[config.mk]
export PLATFORM = sky130hd
export DESIGN_NAME = b_arb
export DESIGN_NICKNAME = d
export VERILOG_FILES = /design/src/rtl/b_arb_pkg.sv /design/src/rtl/b_arb_rr.sv /design/src/rtl/b_arb.sv
export SDC_FILE = /design/constraint.sdc
export NUM_CORES = 1
export LEC_CHECK = 0
export CELL_PAD_IN_SITES_DETAIL_PLACEMENT = 1
export CELL_PAD_IN_SITES_GLOBAL_PLACEMENT = 1
export CORE_AREA = 2 2 115 172
export CTS_CLUSTER_DIAMETER = 200
export DETAILED_ROUTE_END_ITERATION = 8
export DIE_AREA = 0 0 117 174
export PLACE_DENSITY_LB_ADDON = 0.1
export SETUP_SLACK_MARGIN = 0.15
export SLEW_MARGIN = 10
export SYNTH_ARGS = -nofsm -noshare
export SYNTH_HDL_FRONTEND = slang
export SYNTH_SLANG_ARGS = --single-unit
[constraint.sdc]
create_clock -name clk -period 2.4 [get_ports clk]
set_input_delay 0.48 -clock clk [delete_from_list [all_inputs] [get_ports clk]]
set_output_delay 0.48 -clock clk [all_outputs]
set_load 0.02 [all_outputs]
[src/rtl/b_arb_pkg.sv]
// Shared types and widths for the two-requester burst arbiter b_arb.
package b_arb_pkg;

    localparam int A_W   = 14;
    localparam int C_W   = 135;
    localparam int CNT_W = 4;

    typedef enum logic [1:0] {
        IDLE  = 2'd0,
        OWN_A = 2'd1,
        OWN_C = 2'd2
    } state_t;

    typedef enum logic {
        SRC_A = 1'b0,
        SRC_C = 1'b1
    } src_t;

endpackage

[src/rtl/b_arb_rr.sv]
// Two-way round-robin pick: a lone requester wins, a tie goes to the pointer.
module b_arb_rr
    import b_arb_pkg::*;
(
    input  logic a_req,
    input  logic c_req,
    input  src_t ptr,
    output logic pick_valid,
    output src_t pick
);

    always_comb begin
        pick_valid = a_req || c_req;
        pick       = SRC_A;
        if (a_req && c_req) begin
            pick = ptr;
        end else if (c_req) begin
            pick = SRC_C;
        end
    end

endmodule

[src/rtl/b_arb.sv]
// Burst-limited arbiter muxing requesters A and C onto shared resource B through a one-deep output register.
// Optional per-source handshake counters a_cnt/c_cnt are built when B_ARB_STATS_EN is defined.
module b_arb
    import b_arb_pkg::*;
#(
    parameter int MAX_BURST = 4
) (
    input  logic             clk,
    input  logic             rst_n,
    input  logic             a_req,
    input  logic [A_W-1:0]   a_data,
    output logic             a_gnt,
    input  logic             c_req,
    input  logic [C_W-1:0]   c_data,
    output logic             c_gnt,
    output logic             b_valid,
    output logic [C_W-1:0]   b_data,
    output logic             b_src,
    input  logic             b_ready,
    output logic             b_busy
`ifdef B_ARB_STATS_EN
    ,
    output logic [15:0]      a_cnt,
    output logic [15:0]      c_cnt
`endif
);

    localparam logic [CNT_W-1:0] MAX_CNT = CNT_W'(MAX_BURST);

    state_t           state;
    src_t             ptr;
    logic [CNT_W-1:0] burst_cnt;
    logic [CNT_W-1:0] cnt_after;
    logic             slot_free;
    logic             a_xfer;
    logic             c_xfer;
    logic             xfer;
    logic             own_req;
    logic             other_req;
    logic             pick_valid;
    src_t             pick;

    assign slot_free = !b_valid || b_ready;
    assign a_gnt     = (state == OWN_A) && slot_free;
    assign c_gnt     = (state == OWN_C) && slot_free;
    assign a_xfer    = a_req && a_gnt;
    assign c_xfer    = c_req && c_gnt;
    assign xfer      = a_xfer || c_xfer;
    assign own_req   = (state == OWN_A) ? a_req : c_req;
    assign other_req = (state == OWN_A) ? c_req : a_req;

    // Counting the beat being granted right now lets the yield land on the MAX_BURST-th beat, not one later.
    assign cnt_after = (xfer && (burst_cnt != MAX_CNT)) ? burst_cnt + CNT_W'(1) : burst_cnt;

    b_arb_rr u_rr (
        .a_req      (a_req),
        .c_req      (c_req),
        .ptr        (ptr),
        .pick_valid (pick_valid),
        .pick       (pick)
    );

    // Ownership only moves when the output slot can take a beat, so a stalled B freezes the arbiter.
    always_ff @(posedge clk or negedge rst_n) begin
        if (!rst_n) begin
            state     <= IDLE;
            ptr       <= SRC_A;
            burst_cnt <= '0;
            b_busy    <= 1'b0;
        end else if (slot_free) begin
            case (state)
                IDLE: begin
                    if (pick_valid) begin
                        state     <= (pick == SRC_A) ? OWN_A : OWN_C;
                        ptr       <= (pick == SRC_A) ? SRC_C : SRC_A;
                        burst_cnt <= '0;
                        b_busy    <= 1'b1;
                    end
                end
                OWN_A, OWN_C: begin
                    if (!own_req || ((cnt_after == MAX_CNT) && other_req)) begin
                        burst_cnt <= '0;
                        if (other_req) begin
                            state  <= (state == OWN_A) ? OWN_C : OWN_A;
                            ptr    <= (state == OWN_A) ? SRC_A : SRC_C;
                            b_busy <= 1'b1;
                        end else begin
                            state  <= IDLE;
                            b_busy <= 1'b0;
                        end
                    end else begin
                        burst_cnt <= cnt_after;
                    end
                end
                default: begin
                    state     <= IDLE;
                    burst_cnt <= '0;
                    b_busy    <= 1'b0;
                end
            endcase
        end
    end

    always_ff @(posedge clk or negedge rst_n) begin
        if (!rst_n) begin
            b_valid <= 1'b0;
            b_data  <= '0;
            b_src   <= SRC_A;
        end else if (xfer) begin
            b_valid <= 1'b1;
            b_src   <= a_xfer ? SRC_A : SRC_C;
            b_data  <= a_xfer ? {{(C_W-A_W){1'b0}}, a_data} : c_data;
        end else if (b_ready) begin
            b_valid <= 1'b0;
        end
    end

`ifdef B_ARB_STATS_EN
    always_ff @(posedge clk or negedge rst_n) begin
        if (!rst_n) begin
            a_cnt <= '0;
            c_cnt <= '0;
        end else if (b_valid && b_ready) begin
            if (b_src == SRC_A) begin
                a_cnt <= a_cnt + 16'd1;
            end else begin
                c_cnt <= c_cnt + 16'd1;
            end
        end
    end
`endif

endmodule

Word-level counts from Yosys, hierarchy flattened
Cells that the tools add are included.
Widths: inputs -> output; s select.
{"block": "word_totals", "reg_bits": 145, "input_bits": 154, "output_inout_bits": 140}
{"block": "classes", "n_addsub": 1, "n_eq_ne": 7, "n_mux": 28, "reduce_logical": 20}
{"op": "$mux 135", "n": 1}
{"op": "$mux 1", "n": 15}
{"op": "$mux 4", "n": 3}
{"op": "$mux 2", "n": 5}
{"op": "$pmux 4 s2", "n": 1}
{"op": "$logic_and 1x1->1", "n": 7}
{"op": "$ne 2x2->1 const B", "n": 3}
{"op": "$reduce_and 5->1", "n": 1}
{"op": "$add 4x1->4 const B", "n": 1}
{"op": "$eq 4x3->1 const B", "n": 1}
{"op": "$logic_or 1x1->1", "n": 4}
{"op": "$ne 4x3->1 const B", "n": 1}
{"op": "$pmux 1 s2", "n": 2}
{"op": "$pmux 2 s2", "n": 1}
{"op": "$reduce_bool 2->1", "n": 2}
{"op": "$reduce_and 3->1", "n": 1}
{"op": "$eq 2x1->1 const B", "n": 1}
{"op": "$eq 2x2->1 const B", "n": 1}
{"op": "$logic_not 1->1", "n": 2}
{"op": "$logic_not 2->1", "n": 1}
{"op": "$reduce_and 2->1", "n": 1}
{"op": "$reduce_or 2->1", "n": 1}

Longest topological paths before layout
Gate-level depths: netlist of the first run.
{"block": "depth", "depth_word": 12, "depth_mapped": 10}

Hierarchy
Synthesis of the first run repeated with hierarchy kept, for this count alone.
{"block": "unflattened", "hier_cells": 398, "area_unflattened_um2": 5517.8}
{"mod": "b_arb", "n_inst": 1, "cells_each": 395, "area_each_um2": 5500.3, "seq_area_each_um2": 3628.5}
{"mod": "b_arb_rr", "n_inst": 1, "cells_each": 3, "area_each_um2": 17.5, "seq_area_each_um2": 0.0}

Worst setup path after synthesis of the first run
OpenSTA, ideal clock, no wires.
{"block": "synth_path", "kind": "register -> register", "from": "register burst_cnt[0]", "to": "register b_busy", "setup_time_ns": 0.128, "arrival_ns": 1.950, "t_required_ns": 2.272, "setup_slack_ns": 0.322, "path_stages_with_launch": 8, "period_less_slack_ns": 2.078, "path_cell_list": "dfrtp_1 inv_1 ha_1 and3b_1 o311a_1 o2111a_2 a31oi_4 mux2_1"}
{"block": "synth_between", "elab_chain_cells": 8, "elab_cells_between_ends": 9, "cone_classes": "add/sub (1); eq/ne (3); mux (1); reduce/logical (4)"}
{"element": "start, declared", "line": "b_arb.sv:32", "rtl": "logic [CNT_W-1:0] burst_cnt;"}
{"element": "start signal, assigned", "line": "b_arb.sv:92", "rtl": "burst_cnt <= cnt_after;"}
{"element": "branches (longest 2 deep; another with $add 4x1->4)"}
{"element": "$mux 4 *", "line": "b_arb.sv:53", "rtl": "assign cnt_after = (xfer && (burst_cnt != MAX_CNT)) ? burst_cnt + CNT_W'(1) : burst_cnt;"}
{"element": "$eq 4x3->1 *", "line": "b_arb.sv:81", "rtl": "if (!own_req || ((cnt_after == MAX_CNT) && other_req)) begin"}
{"element": "$logic_and 1x1->1 *", "line": "b_arb.sv:81"}
{"element": "$logic_or 1x1->1 *", "line": "b_arb.sv:81"}
{"element": "$ne 2x2->1 (no source line) *"}
{"element": "$reduce_and 3->1 (no source line) *"}
{"element": "end signal, assigned", "line": "b_arb.sv:77", "rtl": "b_busy <= 1'b1;"}
{"element": "end signal, assigned", "line": "b_arb.sv:86", "rtl": "b_busy <= 1'b1;"}
{"element": "end signal, assigned", "line": "b_arb.sv:89", "rtl": "b_busy <= 1'b0;"}
{"element": "end, declared", "line": "b_arb.sv:20", "rtl": "output logic b_busy"}
Every way passes the cells marked *.
A chain may end at the register's enable or synchronous reset.

Worst setup path in the final report of the first run
{"block": "layout_path", "from": "register burst_cnt[1]", "to": "register b_busy"}
The elaborated chain is that of the path after synthesis.

==> impl_metrics.tcl, run 1 <==
set metrics [dict create \
    status "finished clean" \
    critPathKind "register to register" \
    dr.first_iter.drc_count 229 \
    finalSetupViolCount 0 \
    via_per_inst 4.92 \
    fmax_mhz 460 \
    grt_first_pass_wirelength_um 29600 \
    yosysSeqAreaShare 0.651 \
    critical_path.top_delay_family "compound AO/OA/AOI/OAI gates" \
    io_buffer_count 293 \
    start_kind "register" \
    wire_per_inst_um 20.0 \
    clkLatencyLatePin_ps 420 \
    drive_gt1_frac 0.103 \
    gp_congestion 0.800 \
    syn_area_um2 5570 \
    syn_to_final_growth_pct 72.8 \
    drv_slew 0 \
    die_x_um 117 \
    fin_crit_sh 0.906 \
    critPathMaxStageDelay_ps 370 \
    path_cells "inv_1 -> ha_2 -> and3b_2 -> o311a_1 -> o2111a_2 -> a31oi_4 -> mux2_4" \
    fillers 1979 \
    synthesis.area_per_instance_um2 13.7 \
    htreeDepth 4 \
    grt_usage 0.192 \
    multiInputGateArea_um2 1780 \
    arrival_ps 2470 \
    tns_ps 0 \
    cap_violations 0 \
    routed_wl_um 19600 \
    die_h_um 174 \
    antenna_found_initial 2 \
    cp_max_fo 4 \
    io_pins 294 \
    ir_worst_vdd_mv 0.629 \
    cts_tree "done" \
    worstMarginPinSlew_ps 546 \
    powerDensity_nw_per_um2 1410 \
    cts_buffers 17 \
    relSlewSlack 0.636 \
    fin_nets 874 \
    p_leak_uw 0.00428 \
    synthCells 407 \
    synthArstFlopShare 1.00 \
    row_count 62 \
    critPathCaptureType "register" \
    cp.buffers_inverters 1 \
    grt_max_degree 79 \
    vias 4841 \
    rsz0062_at_grt "no" \
    syn_nets 567 \
    yosysUniqueCellTypes 35 \
    initial_core_util 0.293 \
    cts.sinks 145 \
    postRouteAntennaNets 0 \
    synth_seq_cells 145 \
    dieArea_um2 20400 \
    drc 0 \
    clock_skew_ps 7.40 \
    ys.flop_type "dfrtp_1" \
    grt_pass1_vias 5204 \
    cts-root-buf "clkbuf_16" \
    dp_hpwl_um 14400 \
    dr.pass1.iters 5 \
    seqCellArea_um2 3630 \
    cts.path.max_buffers 2 \
    yosys_warnings 0 \
    min_period_ps 2180 \
    hold_class "primary input to async pin" \
    synth_edf_count 0 \
    hold_buffers 0 \
    core_area_um2 19000 \
    slowest_stage "dfrtp_1" \
    clk_transition_reported_paths_ps 60 \
    hold_slack_ps 25.6 \
    grt-ovfl-total 0 \
    hold_violations 0 \
    critPathRequiredTime_ps 2690 \
]
==> layout make-up <==
type	instances	area share
diodes	1	0.000260
clock buffers	21	0.0468
clock inverters	10	0.0142
inverters	20	0.00780
multi-input cells	208	0.184
flip-flops and latches	145	0.377
well taps	256	0.0333
repair buffers	322	0.336
==> worst register-to-register path, cell delays in order, from the launching register on <==
cell	delay (ps)
dfrtp_1	370
inv_1	80
ha_2	190
and3b_2	240
o311a_1	300
o2111a_2	290
a31oi_4	260
mux2_4	330
==> cell usage after synthesis, types with 2 or more instances <==
cell type | number | area, µm²
mux2_2 | 4 | 45.0
ha_1 | 6 | 75.1
inv_1 | 20 | 75.1
nand2_1 | 7 | 26.3
a222oi_1 | 14 | 140
a22o_1 | 124 | 1090
a21oi_1 | 6 | 30.0
nor2b_1 | 3 | 18.8
nand3_1 | 2 | 10.0
clkbuf_1 | 18 | 67.6
mux2_1 | 2 | 22.5
buf_2 | 10 | 50.1
nand2b_1 | 5 | 31.3
buf_1 | 6 | 22.5
and2_1 | 2 | 12.5
dfrtp_1 | 145 | 3630
nor2_1 | 6 | 22.5
o21ai_0 | 7 | 35.0
nor4_1 | 2 | 12.5
and3_1 | 3 | 18.8
==> state kept, by name, summed over array words and instances, names as in the netlist <==
name,flops
b_data,135
burst_cnt,4
state,2
b_busy,1
b_src,1
b_valid,1
ptr,1
==> final timing paths <==
check                      cells after the start    endpoint  slack, ps         start
min reg2reg                                    2   b_data[6]        490     b_data[6]
max in group asynchronous                      2  b_data[41]       1640         rst_n
min                                            1  b_data[11]         30         rst_n
max reg2reg                                    7      b_busy        220  burst_cnt[1]
max                                            7      b_busy        220  burst_cnt[1]
min in group clk                               2   b_data[6]        490     b_data[6]
==> kinds of logic (layout without fill, tap and decap cells) <==
group,Yosys count,after routing,share of synthesized area
other,0,1,0
DFF,145,145,0.651
muxes,7,7,0.0139
adders and majority gates,6,6,0.0135
buffers and inverters,54,373,0.0386
and+or+nand+nor,33,33,0.0314
AOI/OAI and AO/OA,162,162,0.251
==> per-stage QoR <==
stage	utilization	setup WS (ps)	instances	area, µm²	power [µW]
after detailed placement	0.472	-91.0	946	8960	11000
after global placement	0.472	12.7	946	8960	10800
after CTS	0.503	161	979	9570	13700
final	0.507	224	983	9630	13600
after floorplan	-	322	407	5570	7440
after global routing	0.506	152	982	9620	14300
==> per-layer routing <==
metal	part of all wire	track usage	up-vias	wire, µm
met5	0.00061	0	-	12
met4	0.024	0.0672	2	471
met1	0.35	0.203	2482	6960
met3	0.054	0.0502	28	1050
met2	0.57	0.358	154	11100
li1	-	-	2175	-
==> cells in the final DEF, fill, tap and decap left out, drive strengths merged, types with 2 or more instances in the layout <==
cell type / Yosys / routed
bufinv: 0 / 3
and2: 2 / 2
clkdlybuf4s50: 0 / 290
a21oi: 6 / 6
o21ai: 7 / 7
dfrtp: 145 / 145
a22o: 124 / 124
nor2b: 3 / 3
clkinvlp: 0 / 3
clkinv: 0 / 4
a31oi: 2 / 2
nor2: 6 / 6
ha: 6 / 6
nor4: 2 / 2
nand3: 2 / 2
mux2: 6 / 6
nand2b: 5 / 5
nand2: 7 / 7
a222oi: 14 / 14
inv: 20 / 20
buf: 16 / 30
and3: 3 / 3
dlygate4sd2: 0 / 2
clkbuf: 18 / 21
==> power breakdown <==
group	leakage (µW)	switching [µW]	total [µW]	internal, µW
clock network	0.000279	999	2650	1650
registers	0.00194	658	4260	3600
logic	0.00207	3280	6680	3390
==> timing repair <==
action | CTS | global route
setup endpoints to repair | 5 | 5
setup buffers | 2 | 3
gates resized for setup | 3 | 9
pin swaps | 0 | 1
Power figures use the tool's default switching activity.
==> run 2, diff against run 1 <==
--- a/config.mk
+++ b/config.mk
@@ -13,7 +13,6 @@
 export DIE_AREA = 0 0 117 174
 export PLACE_DENSITY_LB_ADDON = 0.1
 export SETUP_SLACK_MARGIN = 0.15
-export SLEW_MARGIN = 10
 export SYNTH_ARGS = -nofsm -noshare
 export SYNTH_HDL_FRONTEND = slang
 export SYNTH_SLANG_ARGS = --single-unit
==> results of run 2 <==
Same layout as run 1: the final DEF is identical, and so are final timing and power.
